<file path="src/rtl/riscv_lsu.sv">
// riscv_lsu: load/store unit between the core memory stage and a
// 4096 x 32-bit single-port SRAM with a 1-cycle registered read.
// One request in flight at a time; responses are single-cycle pulses.
// Build option: define LSU_MISALIGN_TRAP_EN to turn misaligned accesses
// into error responses with no SRAM access. Without it, the low address
// bits are forced to alignment and the access proceeds.
module riscv_lsu #(
    parameter int AWIDTH = 12,
    parameter int TAGW   = 5
) (
    input  logic              CLK,
    input  logic              RST,
    input  logic              REQ_VALID,
    output logic              REQ_READY,
    input  logic              REQ_WE,
    input  logic [1:0]        REQ_SIZE,
    input  logic              REQ_UNS,
    input  logic [31:0]       REQ_ADDR,
    input  logic [31:0]       REQ_WDATA,
    input  logic [TAGW-1:0]   REQ_TAG,
    output logic              RSP_VALID,
    output logic [31:0]       RSP_DATA,
    output logic [TAGW-1:0]   RSP_TAG,
    output logic              RSP_ERR,
    output logic              D_MEM_CSN,
    output logic              D_MEM_WEN,
    output logic [3:0]        D_MEM_BE,
    output logic [AWIDTH-1:0] D_MEM_ADDR,
    output logic [31:0]       D_MEM_DOUT,
    input  logic [31:0]       D_MEM_DI
);

    typedef enum logic [1:0] {
        S_IDLE   = 2'd0,
        S_ACCESS = 2'd1,
        S_DATA   = 2'd2,
        S_RESP   = 2'd3
    } state_t;

    state_t state_q, state_d;

    // Registered copy of the accepted request
    logic [AWIDTH-1:0] addr_q;
    logic [1:0]        lane_q;
    logic              we_q;
    logic [1:0]        size_q;
    logic              uns_q;
    logic [31:0]       wdata_q;
    logic [TAGW-1:0]   tag_q;
    logic              err_q;
    logic [31:0]       rdata_q;

    // Request decode at the accept edge
    logic       accept;
    logic       req_is_word;
    logic       req_is_half;
    logic       misaligned;
    logic       trap;
    logic [1:0] align_mask;
    logic [1:0] lane_in;

    // Address bits above the SRAM word range do not select anything
    logic unused_addr_hi;
    assign unused_addr_hi = ^REQ_ADDR[31:AWIDTH+2];

    assign accept      = REQ_VALID && (state_q == S_IDLE);
    assign req_is_word = REQ_SIZE[1];
    assign req_is_half = (REQ_SIZE == 2'b01);
    assign misaligned  = (req_is_half && REQ_ADDR[0]) ||
                         (req_is_word && (REQ_ADDR[1:0] != 2'b00));
    // Byte keeps both lane bits, half keeps bit 1, word keeps none
    assign align_mask  = {~req_is_word, ~(req_is_word | req_is_half)};

`ifdef LSU_MISALIGN_TRAP_EN
    assign trap    = misaligned;
    assign lane_in = REQ_ADDR[1:0];
`else
    assign trap    = 1'b0;
    assign lane_in = misaligned ? (REQ_ADDR[1:0] & align_mask) : REQ_ADDR[1:0];
`endif

    // Per-lane store enables and replicated store data
    logic [3:0]  be_lane;
    logic [31:0] dout_rep;

    for (genvar gi = 0; gi < 4; gi++) begin : g_lane
        localparam logic [1:0] LANE = 2'(gi);
        logic lane_hit;
        // A lane is written when it falls inside the access footprint
        assign lane_hit = size_q[1] ||
                          (size_q[0] ? (LANE[1] == lane_q[1]) : (LANE == lane_q));
        // Loads always read the full word, so every lane is enabled
        assign be_lane[gi] = we_q ? ~lane_hit : 1'b0;
        // Byte stores repeat byte 0, half stores repeat the low half
        assign dout_rep[8*gi +: 8] = size_q[1] ? wdata_q[8*gi +: 8] :
                                     size_q[0] ? wdata_q[8*(gi%2) +: 8] :
                                                 wdata_q[7:0];
    end

    // Load lane extraction and sign/zero extension
    logic [7:0]  ld_byte;
    logic [15:0] ld_half;
    logic [31:0] ld_ext;

    assign ld_byte = D_MEM_DI[{lane_q, 3'b000} +: 8];
    assign ld_half = lane_q[1] ? D_MEM_DI[31:16] : D_MEM_DI[15:0];

    // Extend the selected byte/half according to size and signedness
    always_comb begin
        ld_ext = D_MEM_DI;
        case (size_q)
            2'b00:   ld_ext = {{24{~uns_q & ld_byte[7]}}, ld_byte};
            2'b01:   ld_ext = {{16{~uns_q & ld_half[15]}}, ld_half};
            default: ld_ext = D_MEM_DI;
        endcase
    end

    // State register, request capture and load result register
    always_ff @(posedge CLK or posedge RST) begin
        if (RST) begin
            state_q <= S_IDLE;
            addr_q  <= '0;
            lane_q  <= 2'b00;
            we_q    <= 1'b0;
            size_q  <= 2'b00;
            uns_q   <= 1'b0;
            wdata_q <= '0;
            tag_q   <= '0;
            err_q   <= 1'b0;
            rdata_q <= '0;
        end else begin
            state_q <= state_d;
            if (accept) begin
                addr_q  <= REQ_ADDR[AWIDTH+1:2];
                lane_q  <= lane_in;
                we_q    <= REQ_WE;
                size_q  <= REQ_SIZE;
                uns_q   <= REQ_UNS;
                wdata_q <= REQ_WDATA;
                tag_q   <= REQ_TAG;
                err_q   <= trap;
                rdata_q <= '0;
            end else if (state_q == S_DATA) begin
                rdata_q <= ld_ext;
            end
        end
    end

    // Next-state logic and all outputs; memory pins idle outside ACCESS
    always_comb begin
        state_d    = state_q;
        REQ_READY  = 1'b0;
        RSP_VALID  = 1'b0;
        RSP_DATA   = '0;
        RSP_TAG    = '0;
        RSP_ERR    = 1'b0;
        D_MEM_CSN  = 1'b1;
        D_MEM_WEN  = 1'b1;
        D_MEM_BE   = 4'b1111;
        D_MEM_ADDR = '0;
        D_MEM_DOUT = '0;
        case (state_q)
            S_IDLE: begin
                REQ_READY = 1'b1;
                if (REQ_VALID) begin
                    state_d = trap ? S_RESP : S_ACCESS;
                end
            end
            S_ACCESS: begin
                D_MEM_CSN  = 1'b0;
                D_MEM_WEN  = ~we_q;
                D_MEM_BE   = be_lane;
                D_MEM_ADDR = addr_q;
                D_MEM_DOUT = dout_rep;
                state_d    = we_q ? S_RESP : S_DATA;
            end
            S_DATA: begin
                state_d = S_RESP;
            end
            S_RESP: begin
                RSP_VALID = 1'b1;
                RSP_DATA  = rdata_q;
                RSP_TAG   = tag_q;
                RSP_ERR   = err_q;
                state_d   = S_IDLE;
            end
            default: state_d = S_IDLE;
        endcase
    end

endmodule

</file>
<file path="config.mk">
export PLATFORM = sky130hd
export DESIGN_NAME = riscv_lsu
export DESIGN_NICKNAME = d
export VERILOG_FILES = /design/src/rtl/riscv_lsu.sv
export SDC_FILE = /design/constraint.sdc
export NUM_CORES = 1
export LEC_CHECK = 0
export ABC_AREA = 1
export CAP_MARGIN = 10
export CORE_MARGIN = 10
export CORE_UTILIZATION = 40
export CTS_CLUSTER_DIAMETER = 200
export DETAILED_ROUTE_END_ITERATION = 7
export PLACE_DENSITY = 0.86
export SLEW_MARGIN = 20
export SYNTH_ARGS = -nofsm -noshare
export SYNTH_HDL_FRONTEND = slang
export SYNTH_SLANG_ARGS = --single-unit
</file>
<file path="constraint.sdc">
create_clock -name CLK -period 2.8 [get_ports CLK]
set_clock_uncertainty 0.05 [all_clocks]
set_input_delay 0.56 -clock CLK [delete_from_list [all_inputs] [get_ports CLK]]
set_output_delay 0.56 -clock CLK [all_outputs]
set_load 0.05 [all_outputs]
</file>
## Word-level counts from Yosys, hierarchy flattened

Cells that the tools add are included.

| word-level totals | value |
|---|---|
| flip-flop bits (word level) | 89 |
| bits of input ports | 108 |

| operators by class | value |
|---|---|
| reductions and logical operators | 13 |
| shifts and indexed selects | 1 |
| mux-type cells | 29 |
| bitwise logic cells | 13 |
| equality and inequality tests | 9 |

Operators with widths:

| cell | number |
|---|---|
| $mux 32 | 4 |
| $pmux 32 s2 | 1 |
| $mux 8 | 4 |
| $shiftx 32x6->8 | 1 |
| $mux 16 | 1 |
| $mux 1 | 13 |
| $mux 12 | 1 |
| $not 1->1 | 9 |
| $pmux 2 s4 | 1 |
| $eq 2x1->1 const B | 3 |
| $logic_not 2->1 | 3 |
| $logic_or 1x1->1 | 5 |
| $mux 5 | 1 |
| $eq 2x2->1 const A | 2 |
| $eq 2x2->1 const B | 2 |
| $mux 2 | 2 |
| $mux 4 | 1 |
| $reduce_bool 2->1 | 2 |
| $logic_and 1x1->1 | 3 |
| $and 1x1->1 | 2 |
| $and 2x2->2 | 1 |
| $eq 1x2->1 const A | 1 |
| $ne 2x2->1 const B | 1 |
| $or 1x1->1 | 1 |

## Depth between registers and ports, before layout

| logic depth | value |
|---|---|
| depth in word-level cells | 6 |
| gate-level depth with buffers | 11 |
| gate-level depth less buffers | 9 |

## Worst setup path before layout

Ideal clock, no wire load.

| timing path | value |
|---|---|
| path kind | register -> output |
| start point | reg state_q[1] |
| end point | out D_MEM_DOUT[15] |
| path buffers | 2 |
| stages on the path, launching flop included | 7 |
| setup slack | -61 ps |
| required time | 2,190 ps |
| arrival time | 2,251 ps |
| path through | dfrtp_1 -> inv_1 -> ha_1 -> buf_2 -> clkinv_1 -> buf_1 -> a21oi_1 |

| between the ends | value |
|---|---|
| longest elaborated chain between the ends | 2 |

Ends and longest elaborated chain:

| item | RTL line | source |
|---|---|---|
| start: declaration | 40 | `state_t state_q, state_d;` |
| start signal: assignment | 132 | `state_q <= state_d;` |
| $eq 2x1->1 | 162 | `case (state_q)` |
| $mux 32 | 162 |  |
| end: declaration | 29 | `output logic [31:0] D_MEM_DOUT,` |

No other way between the ends.

## Worst setup path after layout

| timing path | value |
|---|---|
| start point | reg state_q[0] |
| end point | out REQ_READY |

| between the ends | value |
|---|---|
| longest elaborated chain between the ends | 2 |

Ends and longest elaborated chain:

| item | RTL line | source |
|---|---|---|
| $logic_not 2->1 | 162 |  |
| $mux 1 | 162 |  |
| end: declaration | 14 | `output logic REQ_READY,` |

No other way between the ends.

==> results.toml <==
[timing]
slew_headroom_pct = 56.8
fin_ws_ns = 0.244
hold_violations = 0
fin_crit_sh_pct = 91.3
setup-tns-final_ns = 0
holdWs_ns = 0.429
max_freq_ghz = 0.391
min_period_ns = 2.56
rsz0062_at_grt = "no"
finalMaxSlewViolations = 0
worst_slew_pin_slew_ns = 0.646
setup_viol = 0

[final_layout]
instances_no_fill = 1107
drive_gt1_share_pct = 16.6
fill_cells = 1021
n_antenna_cell = 0
layout.nets = 1044
area_delta_synth_final_pct = 59.7

[setup_path]
cp_max_fo = 4
cp_slowest_cell = "clkdlybuf4s50_1"
start_kind = "flop"
crit_family = "buffers and inverters"
worstPathRequired_ns = 2.19
crit_chain = "inv_1 > ha_1 > clkdlybuf4s50_1"
cp-end-kind = "output pin"
cpPeakStageDelay_ns = 0.83
worst_ep_arrival_time_ns = 1.95
critical_path_class = "flop to output pin"
path_buf_inv = 2

[clock_network]
cts.sinks = 89
holdBufCountCts = 0
cts.repair.resized = 0
clk_latency_ns = 0.33
root_buffer = "clkbuf_16"
cts_htree_levels = 3
cts_tree = "built"
cts_made_buffers = 9
path_clk_slew_ns = 0.07
clockBufferDepth = 2
post_cts_buffers = 0

[run_status]
outcome = "finished clean"

[die]
core_area_um2 = 12600
die_h_um = 133
die_area_um2 = 17700
die_x_um = 133
pin_count = 198
start_util_pct = 40.8
rows = 41

[synth]
synth_area_leaders = "dfrtp_1 (43%), nand2_1 (28%), inv_1 (6.4%)"
syn_area_per_cell_um2 = 6.68
synth_top_family_by_area = "simple AND/OR/NAND/NOR gates"
synth_top_area_share_pct = 43.5
synth_edf_count = 0
ys_types = 31
synthMuxAreaShare_pct = 0
syn_nets = 880
ys_ff_latch = 89
ys_seq_area_share_pct = 43.5
yosys_warnings = 0
synth-simple-area-share_pct = 37.0
yosys_most_used_dff = "dfrtp_1"
synthArstFlopShare_pct = 100
synth_area_um2 = 5120
synth_most_common_cell = "nand2_1"
post-synth-top-area-cell = "dfrtp_1"
synth_xor_area_share_pct = 0
synth_compound_gate_area_share_pct = 7.01
synthAdderAreaFrac_pct = 1.22
synthCells = 767
synth_common_cells = "nand2_1 (389), dfrtp_1 (89), inv_1 (87)"

[place]
dp_cells = 1092
place.gp.congestion = 0.914
place_ws_ns = 0.606
numPortBuffers = 178
dp_hpwl_um = 13100

[pwr]
p_per_area_nw_per_um2 = 1120
finalPower_mw = 9.20
leakagePower_nw = 4.40
vdd_drop_max_v = 0.000652

[worst_hold_path]
hold_path_class = "flop to flop"

[detailed_routing]
drt.antenna.violating_nets = 0
drcViolationCount = 0
vias = 5340
dr.pass1.iters = 5
wl_um = 17500
post_drt_wl_per_cell_um = 15.8
drt-vias-per-instance = 4.82
drtIter0Drc = 493

[global_routing]
grt_max_degree = 56
antenna_found_initial = 0
grt_usage_pct = 19.2
grt_pass1_wl_um = 27700
grt_pass1_vias = 5371
grt-ovfl-total = 0

[flow_run]
cap_violations = 0
[layout make-up]
cell class,count,area (um2),area share [%]
repair buffers,194,2730,33.4
multi-input cells,543,2320,28.4
flip-flops and latches,89,2230,27.2
inverters,94,364,4.45
clock buffers,11,243,2.97
well taps,172,215,2.63
clock inverters,4,76.3,0.933
[cells by family after synthesis]
logic type               count (synthesis)
AND/OR/NAND/NOR                        470
buffers and inverters                  135
flip-flops                              89
AO/OA/AOI/OAI                           67
adder cells (fa/ha/maj)                  5
other                                    1
[report_power, final]
part	internal (mW)	switching, mW
Clock	0.806	0.497
Sequential	1.86	0.389
Combinational	2.16	3.49
[metrics by stage]
step | utilization, % | cell area, um2
finish | 65.1 | 8180
global route | 65.1 | 8180
CTS | 65.1 | 8180
detailed placement | 62.6 | 7860
global placement | 62.6 | 7860
floorplan | - | 5130
[layout by cell type (no fill, tap or decap), types with 5 or more instances in the layout]
master,instances
a21oi_1,41
buf_12,84
buf_4,20
clkbuf_16,9
clkdlybuf4s50_1,90
dfrtp_1,89
ha_1,5
inv_1,86
inv_2,5
nand2_1,389
nand2_2,21
nand3_1,11
nor2_1,40
o211ai_1,7
o21ai_0,10
o21ai_1,6
[state kept, by name, summed over array words and instances (netlist names)]
name / flops
state_q: 2
addr_q: 12
lane_q: 2
uns_q: 1
rdata_q: 32
wdata_q: 32
we_q: 1
tag_q: 5
size_q: 2
[layer usage]
metal,GRT usage [%],up-vias,share of wire [%],routed length (um)
met5,0,-,0,0
met4,3.99,0,1.1,184
met3,9.40,13,12,2160
met2,30.9,233,47,8180
met1,22.7,2493,40,6980
li1,-,2601,-,-
[worst reg2reg max path, cell delays in order (launching register included)]
cell      delay (ns)
dfrtp_1         0.45
buf_4           0.24
inv_2           0.20
buf_4           0.30
nand2_2         0.19
o211ai_1        0.25
nand2_1         0.09
[final timing paths]
kind                                   from           to  slack (ns)  cells past startpoint
worst max-delay path             state_q[0]    REQ_READY        0.24                      3
worst min-delay path            wdata_q[23]  wdata_q[23]        0.43                      2
worst max register to register    size_q[1]   rdata_q[0]        0.93                      6
worst min register to register  wdata_q[23]  wdata_q[23]        0.43                      2
max in group asynchronous               RST        uns_q        1.51                      3
min in group asynchronous               RST   rdata_q[7]        0.62                      2
Power figures use the tool's default switching activity.
==> RTL edit 1: new RTL, config.mk and constraints unchanged <==
Change the parameter `AWIDTH` from 12 to 6.
--- a/src/rtl/riscv_lsu.sv
+++ b/src/rtl/riscv_lsu.sv
@@ -6,5 +6,5 @@
 // bits are forced to alignment and the access proceeds.
 module riscv_lsu #(
-    parameter int AWIDTH = 12,
+    parameter int AWIDTH = 6,
     parameter int TAGW   = 5
 ) (
Ports: changed (resized D_MEM_ADDR); port bits go from 198 to 192. No check against the original RTL was run, so the function may have changed too.
==> RTL edit 1 against the unedited design <==
- first-iteration DRC count fell by 2.2%
- synthesized cell count fell by 4.7%
- highest routed layer unchanged
- largest power group unchanged
- total power fell by 5.3%
- critical path depth rose by 4
- cell area fell by 6.1%
- area after synthesis fell by 5.3%
- sequential power fell by 5%
- die area fell by 4.5%
- non-clock buffer count fell by 16
- wire length fell by 1.9%
- worst hold slack improved by 2.0 ps
- sequential cell count fell by 6
- worst setup slack got worse by 43 ps
==> RTL edit 1: results (changes against the unedited design) <==
Worst setup path
  – CP top delay family: flip-flops
  – Slowest stage cell on the critical path: dfrtp_1
  – R2r endpoint: rdata_q[14]$_DFFE_PP0P_
  – CP peak stage delay: 680 ps (-150 ps)
  – Critical Path AT: 1990 ps (+40 ps)
  – Reg2reg path depth: 9 (+3)
  – FF-to-FF Start: state_q[1]$_DFFE_PP0P_
  – Reg2reg setup slack: 860 ps (-70 ps)
  – Critical Path Source: size_q[0]$_DFFE_PP0P_
  – Worst Setup EP: D_MEM_DOUT[31]

Detailed routing
  – WL met1: 6290 µm (-9.8%)
  – WL final: 17200 µm (-1.9%)
  – Met3 wire len: 2650 µm (+23%)
  – Vias: 5139 (-3.8%)
  – Met2 wire length: 7820 µm (-4.4%)

Global routing
  – Total GRT Usage: 20.4% (+1.2 points)
  – Global routing usage on met3: 9.98% (+0.58 points)
  – Vias in the first global route: 5160 (-3.9%)
  – First-pass GRT wire length: 26900 µm (-3.0%)

Synth
  – Seq/Total Area, Yosys: 42.8% (-0.64 points)
  – Synth Instances: 731 (-4.7%)
  – Syn_nets: 844 (-4.1%)
  – List of most frequent post-synthesis cells: nand2_1 (360), inv_1 (89), dfrtp_1 (83)

Placed design
  – Post-DP HPWL: 13000 µm (-0.73%)
  – Post-Place Cell Area: 0.00737 mm² (-6.3%)

Run status
  – Status: finished, final reports clean

Final layout
  – Share of layout cells above drive strength 1: 15.5% (-1.1 points)

STA
  – WHS: 432 ps (+2.02 ps)
  – Worst-margin pin slew: 691 ps (+44.9 ps)

Clocking
  – PostCTS Resize Cnt: 2 (+2)

Power and ir drop
  – Maximum vdd drop: 0.000619 V (-5.1%)
  – Leakage: 4.12 nW (-6.4%)

Min path
  – Min-delay src: addr_q[0]$_DFFE_PP0P_
## RTL edit 1: cell types whose count changed after synthesis, moves of 5 or more
cell      change
nand2_1      -29
nand3_1       -6
buf_2        -16
o21ai_1       -5
nand2_2       -9
clkbuf_1      +6
o21ai_0      +19
dfrtp_1       -6
## RTL edit 1: logic make-up after synthesis
family | count (synthesis) | share of synthesized area [%]
buf+inv | 132 | 11.6
compound gates | 79 | 8.59
other cells | 1 | 0.0773
flops | 83 | 42.8
fa+ha+maj | 5 | 1.29
simple gates | 431 | 35.6
## RTL edit 1: area by class of cell
cell class	instances	area (µm²)	share of cell area [%]
multi-input combinational	516	2210	28.8
inverter	96	378	4.92
timing repair buffer	178	2520	32.8
clock buffer	11	243	3.16
sequential	83	2080	27.0
clock inverter	5	61.3	0.798
tap	147	184	2.39
## RTL edit 1: report_power, final
group	total (mW)	leakage (nW)	switching (mW)	internal, mW
Clock	1.24	0.138	0.519	0.720
Combinational	5.34	2.93	3.33	2.01
Sequential	2.14	1.05	0.408	1.73
==> RTL edit 2: new RTL, config.mk and constraints unchanged <==
Without the edit above. Re-encode `state_t` (4 states) as one-hot, 4 bits wide.
--- a/src/rtl/riscv_lsu.sv
+++ b/src/rtl/riscv_lsu.sv
@@ -31,9 +31,9 @@
 );
 
-    typedef enum logic [1:0] {
-        S_IDLE   = 2'd0,
-        S_ACCESS = 2'd1,
-        S_DATA   = 2'd2,
-        S_RESP   = 2'd3
+    typedef enum logic [3:0] {
+        S_IDLE   = 4'b0001,
+        S_ACCESS = 4'b0010,
+        S_DATA   = 4'b0100,
+        S_RESP   = 4'b1000
     } state_t;
 
Function: same outputs for any inputs over 10 cycles, from zero or initial values and one cycle with RST high; not proved beyond that.
==> RTL edit 2 against the unedited design <==
- sequential share of layout area rose by 1.9 points
- critical path depth rose by 3
- register-to-register slack got worse by 150 ps
- final cell count fell by 2.5%
- global-route usage fell by 0.052 points
- sequential cell count rose by 2
- wire length fell by 2.4%
- total power fell by 27%
- worst setup slack got worse by 51 ps
- non-clock buffer count fell by 6
- via count fell by 2.5%
- cell area fell by 4.4%
- area after synthesis fell by 0.32%
==> RTL edit 2: results (changes against the unedited design) <==
Global routing
  – First-pass GRT wire length: 27500 µm (-0.65%)
  – Largest net degree at the start of global routing: 50 (-11%)
  – Total GRT Usage: 19.1% (-0.052 points)
  – Vias in the first global route: 5174 (-3.7%)

Run status
  – Status: finished, final reports clean

Final layout
  – Area of the multi-input gates: 0.00218 mm² (-6.2%)
  – Filler cells: 1106 (+8.3%)
  – Multi-input gates: 512 (-5.7%)
  – Nonclk buf count: 188 (-3.1%)
  – Share of layout cells above drive strength 1: 15.2% (-1.3 points)
  – Clkbuf count: 12 (+1)
  – FF+latch area: 0.00228 mm² (+2.4%)
  – Area Growth Syn to Fin: 53.1%

Placed design
  – RePlAce Congestion: 0.882 (-3.5%)
  – Post-Place Cell Area: 0.00745 mm² (-5.2%)

Synth
  – Seq/Total Area, Yosys: 44.6% (+1.1 points)
  – #FFs+latches synth: 91 (+2.2%)
  – Unique cell type count in the Yosys netlist: 30 (-3.2%)
  – List of most frequent post-synthesis cells: nand2_1 (273), nor2_1 (111), dfrtp_1 (90)

Detailed routing
  – WL met1: 6840 µm (-1.9%)
  – Initial DRC Count: 437 (-11%)
  – Via-per-instance ratio: 4.83 (about the same)
  – Routed len/inst: 15.8 µm (+0.17%)
  – Router iterations before antenna repair: 6 (+1)

STA
  – Final min period: 2610 ps (+51.1 ps)
  – Relative slew slack: 54.1% (-2.7 points)

Power and ir drop
  – Maximum vdd drop: 0.000433 V (-34%)
  – Leakage: 3.83 nW (-13%)

Worst setup path
  – Reg2reg setup slack: 780 ps (-150 ps)
  – Critical path fanouts, max: 37 (+33)
## RTL edit 2: cell count changes after synthesis, moves of 5 or more
cell	delta
o21ai_1	+6
buf_6	+12
o211ai_1	-7
nand2_2	-20
buf_2	-10
ha_1	-5
inv_2	+5
nand2_1	-116
nand3_1	+7
nor2_1	+70
clkbuf_1	-8
o21ai_0	+28
## RTL edit 2: cell families (layout without fill, tap and decap cells)
family | count (synthesis) | in the layout | share of synthesized area [%]
buffers and inverters | 138 | 303 | 12.8
other | 1 | 2 | 0.0734
AND/OR/NAND/NOR | 418 | 418 | 33.3
AO/OA/AOI/OAI | 93 | 93 | 9.21
flip-flops | 91 | 91 | 44.6
## RTL edit 2: power by group
| group | leakage (nW) | total (mW) | switching [mW] | internal (mW) |
|---|---|---|---|---|
| logic | 2.48 | 3.17 | 2.06 | 1.11 |
| clock network | 0.179 | 1.44 | 0.500 | 0.944 |
| registers | 1.17 | 2.12 | 0.326 | 1.80 |
| total | 3.83 | 6.73 | 2.88 | 3.85 |
## RTL edit 2: critical path, stage by stage, from the launching register on
cell	delay, ps
dfstp_2	570
inv_2	60
nand2_1	100
nor3_2	60
inv_2	480
nor2_1	180
buf_12	200
## RTL edit 2: worst paths after layout
check | from | to | cells past startpoint
max | state_q[0]$_DFFE_PP1P_ | RSP_DATA[4] | 6
min | wdata_q[19]$_DFFE_PP0P_ | wdata_q[19]$_DFFE_PP0P_ | 2
min reg2reg | wdata_q[19]$_DFFE_PP0P_ | wdata_q[19]$_DFFE_PP0P_ | 2
min in group asynchronous | RST | rdata_q[2]$_DFFE_PP0P_ | 2
max in group asynchronous | RST | state_q[0]$_DFFE_PP1P_ | 3
max reg2reg | lane_q[1]$_DFFE_PP0P_ | rdata_q[21]$_DFFE_PP0P_ | 7
